File: config.mk
export PLATFORM = sky130hd
export DESIGN_NAME = float_argmax_seq
export DESIGN_NICKNAME = d
export VERILOG_FILES = /design/src/rtl/float_argmax_seq.sv
export SDC_FILE = /design/constraint.sdc
export NUM_CORES = 1
export LEC_CHECK = 0
export BUFFER_PORTS_ARGS = -buffer_cell sky130_fd_sc_hd__clkbuf_2
export CAP_MARGIN = 20
export CORE_MARGIN = 3
export CORE_UTILIZATION = 56
export DETAILED_ROUTE_END_ITERATION = 8
export PLACE_DENSITY = 0.9
export SKIP_CTS_REPAIR_TIMING = 1
export SYNTH_ARGS = -nofsm -noshare
export SYNTH_HDL_FRONTEND = slang
export SYNTH_SLANG_ARGS = --single-unit
File: constraint.sdc
create_clock -name clk -period 5.9 [get_ports clk]
set_input_delay 0.59 -clock clk [delete_from_list [all_inputs] [get_ports clk]]
set_output_delay 0.59 -clock clk [all_outputs]
set_load 0.01 [all_outputs]
File: src/rtl/float_argmax_seq.sv
// float_argmax_seq: sequential argmax over a packed vector of N IEEE-754
// single-precision values. One element is examined per clock; the winning
// index and its raw bits are published together with a one-cycle done pulse.
//
// Handshake: start is only looked at while busy is low. The edge that samples
// start=1 in IDLE snapshots `in` and raises busy. Exactly N edges later done
// pulses for one cycle with index/max_val updated and busy low. start while
// busy is dropped, never queued. rst aborts a scan with no done pulse.
//
// Parameter constraint: 2**IDX_W must be >= N so the counter can address
// every element.
module float_argmax_seq #(
  parameter int N     = 10,
  parameter int IDX_W = 4
) (
  input  logic                clk,
  input  logic                rst,
  input  logic                start,
  input  logic [32*N-1:0]     in,
  output logic                busy,
  output logic                done,
  output logic [IDX_W-1:0]    index,
  output logic [31:0]         max_val
);

  // FSM encoding
  localparam logic [0:0] S_IDLE = 1'b0;
  localparam logic [0:0] S_SCAN = 1'b1;

  // Counter value of the final element in a scan
  localparam logic [IDX_W-1:0] LAST = IDX_W'(N - 1);

  // State and datapath registers
  logic [0:0]        state_q,    state_d;
  logic [IDX_W-1:0]  cnt_q,      cnt_d;
  logic [32*N-1:0]   buf_q,      buf_d;
  logic [31:0]       best_val_q, best_val_d;
  logic [IDX_W-1:0]  best_idx_q, best_idx_d;
  logic [IDX_W-1:0]  index_q,    index_d;
  logic [31:0]       max_val_q,  max_val_d;
  logic              done_q,     done_d;

  // Element currently under examination and comparator result
  logic [31:0]       elem;
  logic              elem_gt_best;
  logic              take_elem;
  logic              is_last;

  // Strict IEEE-754 greater-than on raw bits. NaN never wins, any ordinary
  // value beats a NaN, signed zeros are equal, infinities behave as the
  // extreme magnitudes they encode.
  function automatic logic fp_gt(input logic [31:0] a, input logic [31:0] b);
    logic a_nan;
    logic b_nan;
    logic both_zero;
    logic res;
    a_nan     = (a[30:23] == 8'hFF) && (a[22:0] != 23'd0);
    b_nan     = (b[30:23] == 8'hFF) && (b[22:0] != 23'd0);
    both_zero = (a[30:0] == 31'd0) && (b[30:0] == 31'd0);
    if (a_nan) begin
      res = 1'b0;
    end else if (b_nan) begin
      res = 1'b1;
    end else if (both_zero) begin
      res = 1'b0;
    end else if (a[31] != b[31]) begin
      res = ~a[31];
    end else if (!a[31]) begin
      res = (a[30:0] > b[30:0]);
    end else begin
      res = (a[30:0] < b[30:0]);
    end
    return res;
  endfunction

  // Select buffered element cnt_q without a variable part-select
  always_comb begin
    elem = 32'd0;
    for (int i = 0; i < N; i++) begin
      if (cnt_q == IDX_W'(i)) begin
        elem = buf_q[32*i +: 32];
      end
    end
  end

  // Comparator and scan-position decode
  always_comb begin
    elem_gt_best = fp_gt(elem, best_val_q);
    is_last      = (cnt_q == LAST);
    // First element seeds the best unconditionally; later ones only on a
    // strict win, so ties keep the lowest index.
    take_elem    = (cnt_q == '0) || elem_gt_best;
  end

  // Next-state logic for the IDLE/SCAN controller and datapath
  always_comb begin
    state_d    = state_q;
    cnt_d      = cnt_q;
    buf_d      = buf_q;
    best_val_d = best_val_q;
    best_idx_d = best_idx_q;
    index_d    = index_q;
    max_val_d  = max_val_q;
    done_d     = 1'b0;

    case (state_q)
      S_IDLE: begin
        if (start) begin
          buf_d   = in;
          cnt_d   = '0;
          state_d = S_SCAN;
        end
      end

      S_SCAN: begin
        if (take_elem) begin
          best_val_d = elem;
          best_idx_d = cnt_q;
        end
        cnt_d = cnt_q + IDX_W'(1);
        if (is_last) begin
          // Publish the best including the element examined this cycle
          index_d   = best_idx_d;
          max_val_d = best_val_d;
          done_d    = 1'b1;
          cnt_d     = '0;
          state_d   = S_IDLE;
        end
      end

      default: begin
        state_d = S_IDLE;
        cnt_d   = '0;
      end
    endcase
  end

  // Register update with synchronous reset that also aborts a running scan
  always_ff @(posedge clk) begin
    if (rst) begin
      state_q    <= S_IDLE;
      cnt_q      <= '0;
      buf_q      <= '0;
      best_val_q <= 32'd0;
      best_idx_q <= '0;
      index_q    <= '0;
      max_val_q  <= 32'd0;
      done_q     <= 1'b0;
    end else begin
      state_q    <= state_d;
      cnt_q      <= cnt_d;
      buf_q      <= buf_d;
      best_val_q <= best_val_d;
      best_idx_q <= best_idx_d;
      index_q    <= index_d;
      max_val_q  <= max_val_d;
      done_q     <= done_d;
    end
  end

  assign busy    = (state_q == S_SCAN);
  assign done    = done_q;
  assign index   = index_q;
  assign max_val = max_val_q;

endmodule

======== Yosys cells after proc, flatten, opt, wreduce, memory -nomap -nowiden ========
Cells that the tools add are included.
operators by class
  magnitude comparators ................... 2
  add/subtract/negate cells ............... 1
  equal/unequal tests ..................... 13
  reduce and logical (&&, ||, !) cells .... 12
  bitwise gates (word level) .............. 2
  muxes and demuxes ....................... 24
operators by type and width
  operator                                        number
  2-to-1 mux 32 bit                               11
  logical NOT 31 bit                              2
  nonzero test 23 bit                             2
  > comparator 31 bit                             1
  less-than comparator 31 bit                     1
  == test 4 x 3 -> 1 bit (second input constant)  4
  == test 8 bit (second input constant)           2
  2-to-1 mux 4 bit                                3
  == test 4 x 2 -> 1 bit (second input constant)  2
  == test 4 bit (second input constant)           2
  2-to-1 mux 1 bit                                8
  case mux 4 bit (2 select lines)                 1
  adder 4 x 1 -> 4 bit (second input constant)    1
  == test 4 x 1 -> 1 bit (second input constant)  1
  logical NOT 4 bit                               1
  AND reduction 2 bit                             2
  logical AND 1 bit                               3
  inequality test 2 bit (second input constant)   1
  NOT 1 bit                                       2
  case mux 1 bit (2 select lines)                 1
  OR reduction 2 bit                              1
  logical OR 1 bit                                1
  inequality test 1 bit                           1
storage, ports and cells
  logic and storage cells ................. 62
  output and inout bits ................... 38
  flip-flop bits (word level) ............. 398
  input port bits ......................... 323

======== Logic depth before layout (Yosys ltp) ========
  word-level depth ........................ 19
  mapped depth ............................ 24
  gate-level depth less buffers ........... 16

======== Least setup slack after synthesis ========
OpenSTA, ideal clock, no wires.
  path kind ............................... reg-to-reg
  start point ............................. register cnt_q[0]
  end point ............................... register max_val_q[20] (netlist: max_val[20])
  setup slack ............................. 1278 ps
  stages on the path, launching flop included .. 22
  data arrival time ....................... 4500 ps
  required time ........................... 5778 ps
  path buffers ............................ 6
  library setup time ...................... 122 ps
  clock period less this slack ............ 4622 ps
  cells stage by stage .................... dfxtp_1 -> buf_2 -> buf_2 -> buf_4 -> buf_2 -> buf_2 -> mux2i_1 -> o21ai_0 -> a221oi_1 -> a2bb2oi_1 -> inv_1 -> ha_1 -> nand3_1 -> nor4_1 -> a221oi_1 -> o211ai_1 -> inv_1 -> o221a_2 -> a211oi_2 -> nor3_2 -> buf_2 -> a221o_1
between the ends
  word-level cells in the longest chain between the ends .. 19
  elaborated cells between the ends (all ways) .. 37
  those cells by class .................... 2 x order compare; 11 x eq/ne; 16 x mux; 1 x bitwise; 7 x reduce/logical
ends and longest elaborated chain
  item                                                                       RTL line  RTL
  start, declared                                                            35        logic [IDX_W-1:0] cnt_q, cnt_d;
  start signal, assigned                                                     151       cnt_q <= cnt_d;
  logical NOT 4 bit                                                          80, 92
  2-to-1 mux 32 bit (10 in series)                                           80        if (cnt_q == IDX_W'(i)) begin
  > comparator 31 bit / less-than comparator 31 bit (equally long branches)  69, 71
  2-to-1 mux 1 bit                                                           68        end else if (!a[31]) begin
  2-to-1 mux 1 bit                                                           66        end else if (a[31] != b[31]) begin
  2-to-1 mux 1 bit                                                           64        end else if (both_zero) begin
  2-to-1 mux 1 bit                                                           62        end else if (b_nan) begin
  2-to-1 mux 1 bit                                                           60        if (a_nan) begin
  logical OR 1 bit                                                           92        take_elem = (cnt_q == '0) || elem_gt_best;
  2-to-1 mux 32 bit                                                          116       if (take_elem) begin
  end signal, assigned                                                       156       max_val_q <= max_val_d;
  end, declared                                                              40        logic [31:0] max_val_q, max_val_d;
Several ways; a longest one is shown, not always the timed one.
A chain may end at the register's enable or synchronous reset.

======== Worst setup path after layout ========
  start point ............................. register cnt_q[0]
  end point ............................... register max_val_q[4] (netlist: max_val[4])
Same word-level chain as after synthesis.

==> flow_results.xml <==
<?xml version="1.0" encoding="UTF-8"?>
<metrics>
  <group name="clock_network">
    <metric name="worst_skew_pair.late_latency" unit="ns">0.56</metric>
    <metric name="cts_root_buffer" unit="">clkbuf_16</metric>
    <metric name="cts-htree-levels" unit="">2</metric>
    <metric name="cts.reportedPaths.clkPinSlew" unit="ns">0.06</metric>
    <metric name="cts.sinks" unit="">398</metric>
    <metric name="clock_tree_from_tritoncts" unit="">yes</metric>
    <metric name="max-clock-path-buffers" unit="">3</metric>
    <metric name="tritoncts.num_buffers" unit="">42</metric>
  </group>
  <group name="sta">
    <metric name="slew_violations" unit="">0</metric>
    <metric name="rsz_0062_raised_after_global_routing" unit="">no</metric>
    <metric name="slew_headroom" unit="">0.2577</metric>
    <metric name="postLayoutSetupSlackWorst" unit="ns">0.3834</metric>
    <metric name="max_slew.worst_pin.slew" unit="ns">1.113</metric>
    <metric name="setup_total_negative_slack" unit="ns">0</metric>
    <metric name="layout_min_cycle_time" unit="ns">5.517</metric>
    <metric name="final.setup_skew" unit="ns">0.01619</metric>
    <metric name="maxClockFrequency" unit="MHz">181.3</metric>
    <metric name="hold_viol_final" unit="">0</metric>
    <metric name="finalCritPeriodShare" unit="">0.9350</metric>
    <metric name="setup_violations" unit="">0</metric>
  </group>
  <group name="synthesis">
    <metric name="synth_top_cell_by_area" unit="">dfxtp_1</metric>
    <metric name="synth_seq_area_share" unit="">0.4270</metric>
    <metric name="yosysTopAreaCellShare" unit="">0.4270</metric>
    <metric name="synth-edff-count" unit="">0</metric>
    <metric name="synth_area" unit="um2">18660</metric>
    <metric name="yosys_register_bits" unit="">398</metric>
    <metric name="synth_top_family_by_area" unit="">simple AND/OR/NAND/NOR gates</metric>
    <metric name="synth_adder_area_share" unit="">0.02079</metric>
    <metric name="synth.distinct_cells" unit="">74</metric>
    <metric name="synthesized_area_fraction_occupied_by_and_or_nand_nor_cells" unit="">0.2234</metric>
    <metric name="syn_nets" unit="">2772</metric>
    <metric name="synth_compound_area_frac" unit="">0.2167</metric>
    <metric name="synth.area.top_cells" unit="">dfxtp_1, nand2_1, a21oi_1, mux2i_1, clkbuf_1</metric>
    <metric name="synthesis.instances" unit="">2418</metric>
    <metric name="yosysWarnings" unit="">0</metric>
    <metric name="parity_gate_share_of_the_synthesized_area_counting_xor_and_xnor_cells" unit="">0.0004694</metric>
    <metric name="synth_flop_cell" unit="">dfxtp_1</metric>
    <metric name="async_flop_share" unit="">0</metric>
    <metric name="avgSynthCellArea" unit="um2">7.717</metric>
    <metric name="yosys-mux-area-fraction" unit="">0.05130</metric>
  </group>
  <group name="route">
    <metric name="detail_route.first_pass.iterations" unit="">6</metric>
    <metric name="drt.antenna.violating_nets" unit="">0</metric>
    <metric name="detail_route.wl_per_cell" unit="um">21.89</metric>
    <metric name="wl" unit="mm">68.50</metric>
    <metric name="detail_route.vias_per_cell" unit="">6.170</metric>
    <metric name="first_iter_violations" unit="">2476</metric>
    <metric name="routed-via-count" unit="">19310</metric>
    <metric name="remaining_drc_errors" unit="">0</metric>
  </group>
  <group name="final_layout">
    <metric name="mostFrequentLayoutCell" unit="">nand2_1</metric>
    <metric name="layout.core_utilization" unit="">0.6733</metric>
    <metric name="mostFrequentLayoutCells" unit="">nand2_1, dfxtp_1, a21oi_1, clkbuf_2, o21ai_0</metric>
    <metric name="final_net_count" unit="">3011</metric>
    <metric name="fillers" unit="">2704</metric>
    <metric name="layout-drive-gt1-share" unit="">0.1925</metric>
    <metric name="synthToLayoutAreaGrowth" unit="%">18.00</metric>
    <metric name="fin_cells" unit="">3129</metric>
  </group>
  <group name="worst_setup_path">
    <metric name="maximum_net_fanout_on_the_critical_path" unit="">53</metric>
    <metric name="timing.setup.critical_path_class" unit="">reg -&gt; reg</metric>
    <metric name="ff2ff_setup_slack" unit="ns">0.38</metric>
    <metric name="crit_arrival" unit="ns">5.95</metric>
    <metric name="critPathRequiredTime" unit="ns">6.33</metric>
    <metric name="type_of_destination_of_the_critical_path" unit="">flip-flop</metric>
    <metric name="worstSetupStartpointType" unit="">flip-flop</metric>
  </group>
  <group name="grt">
    <metric name="first_global_vias" unit="">18340</metric>
    <metric name="grt.overflow.total" unit="">0</metric>
    <metric name="maximum_number_of_pins_on_one_net_before_global_route_repair" unit="">220</metric>
    <metric name="grt.total_usage" unit="">0.3695</metric>
    <metric name="grt_first_pass_wirelength" unit="mm">103.5</metric>
    <metric name="antenna_violations_before_repair" unit="">0</metric>
  </group>
  <group name="floorplan">
    <metric name="floorplan.core_area" unit="um2">32700</metric>
    <metric name="dieArea" unit="um2">35550</metric>
    <metric name="chipHeight" unit="um">188.5</metric>
    <metric name="floorplan.die.width" unit="um">188.5</metric>
    <metric name="initial_utilization" unit="">0.5706</metric>
    <metric name="placement_rows" unit="">66</metric>
    <metric name="top_level_ports" unit="">361</metric>
  </group>
  <group name="power_and_ir_drop">
    <metric name="power-per-cell-area" unit="nW/um2">307.3</metric>
    <metric name="total_power" unit="mW">6.765</metric>
    <metric name="ir_worst_vdd" unit="V">0.0002368</metric>
    <metric name="leakage" unit="nW">8.679</metric>
  </group>
  <group name="placed_design">
    <metric name="port_buffers" unit="">360</metric>
    <metric name="setup_ws_pre_cts" unit="ns">0.5179</metric>
    <metric name="dp_wirelength" unit="mm">49.87</metric>
    <metric name="gp_congestion" unit="">1.013</metric>
    <metric name="placed_cells_incl_taps" unit="">3055</metric>
  </group>
  <group name="run_status">
    <metric name="run_status" unit="">finished clean</metric>
  </group>
  <group name="worst_hold_path">
    <metric name="hold_class" unit="">in -&gt; reg</metric>
  </group>
  <group name="flow_run">
    <metric name="cap_viol_max_count" unit="">0</metric>
  </group>
</metrics>
-- cell families (layout without fill, tap and decap cells) --
group | after synthesis | count (layout)
simple gates | 957 | 957
compound gates | 676 | 676
flops | 398 | 398
buf+inv | 269 | 537
mux | 86 | 86
fa+ha+maj | 31 | 31
xor+xnor | 1 | 1
other cells | 0 | 1
-- layout make-up --
cell class	instances	area, um2	share of cell area
Sequential cell	398	7975	0.3622
Antenna cell	1	2.502	0.0001137
Timing Repair Buffer	407	2225	0.1010
Clock buffer	61	1244	0.05649
Tap cell	442	553.0	0.02512
Inverter	57	214.0	0.009718
Multi-Input combinational cell	1751	9619	0.4369
Clock inverter	12	185.2	0.008411
-- synth_stat cells (all sizes together) (4+ instances only) --
| cell type | instances |
|---|---|
| a211o | 7 |
| a211oi | 31 |
| a21oi | 387 |
| a221o | 19 |
| a221oi | 11 |
| a22oi | 17 |
| a311oi | 4 |
| a31oi | 14 |
| a41oi | 14 |
| buf | 63 |
| clkbuf | 149 |
| dfxtp | 398 |
| ha | 31 |
| inv | 56 |
| mux2 | 17 |
| mux2i | 63 |
| mux4 | 6 |
| nand2 | 706 |
| nand2b | 42 |
| nand3 | 8 |
| nand3b | 20 |
| nand4 | 33 |
| nor2 | 59 |
| nor2b | 22 |
| nor3 | 14 |
| nor4 | 26 |
| nor4b | 5 |
| o211ai | 10 |
| o21a | 6 |
| o21ai | 66 |
| o221ai | 5 |
| o22ai | 28 |
| o311ai | 15 |
| o31ai | 19 |
-- metal layers --
| layer | global-route usage | part of all wire | wire, um |
|---|---|---|---|
| met4 | 0.2068 | 0.067 | 4594 |
| met1 | 0.4736 | 0.39 | 26700 |
| met2 | 0.6009 | 0.46 | 31410 |
| met3 | 0.05340 | 0.085 | 5807 |
| met5 | 0 | 0 | 0 |
-- state kept, by name, indices dropped and copies added (netlist names) --
name        count
best_idx_q      4
best_val_q     32
buf_q         320
busy            1
cnt_q           4
done            1
index           4
max_val        32
-- worst max-delay path: stages (launching register included) --
cell and delay [ns]:
dfxtp_4 0.81, nor4bb_4 1.00, a221oi_1 0.39, a2bb2oi_1 0.22
buf_4 0.16, inv_1 0.05, ha_1 0.11, nand3_1 0.10
nor4_1 0.55, a221oi_1 0.16, o211ai_1 0.16, inv_1 0.07
o221a_2 0.31, a211oi_2 0.33, buf_4 0.27, nor3_2 0.06
buf_4 0.26, o311ai_0 0.36
-- per-stage QoR --
step	cell area, um2	hold WS, ns
after floorplan	18660	0.4316
after CTS	22010	0.2463
final	22020	0.2514
after detailed placement	20590	0.4404
after global routing	22010	0.2630
after global placement	20580	0.4352
-- report_power, final --
| group | internal [mW] | switching (mW) |
|---|---|---|
| clock network | 1.64 | 1.11 |
| registers | 2.83 | 0.131 |
| logic | 0.395 | 0.656 |
-- final timing paths --
check | start | to | cells after the start
worst max-delay path | cnt_q[0] | max_val[4] | 17
worst min-delay path | in[62] | buf_q[62] | 3
worst max register to register | cnt_q[0] | max_val[4] | 17
worst min register to register | max_val[11] | max_val[11] | 2
(Power assumes the default switching activity.)
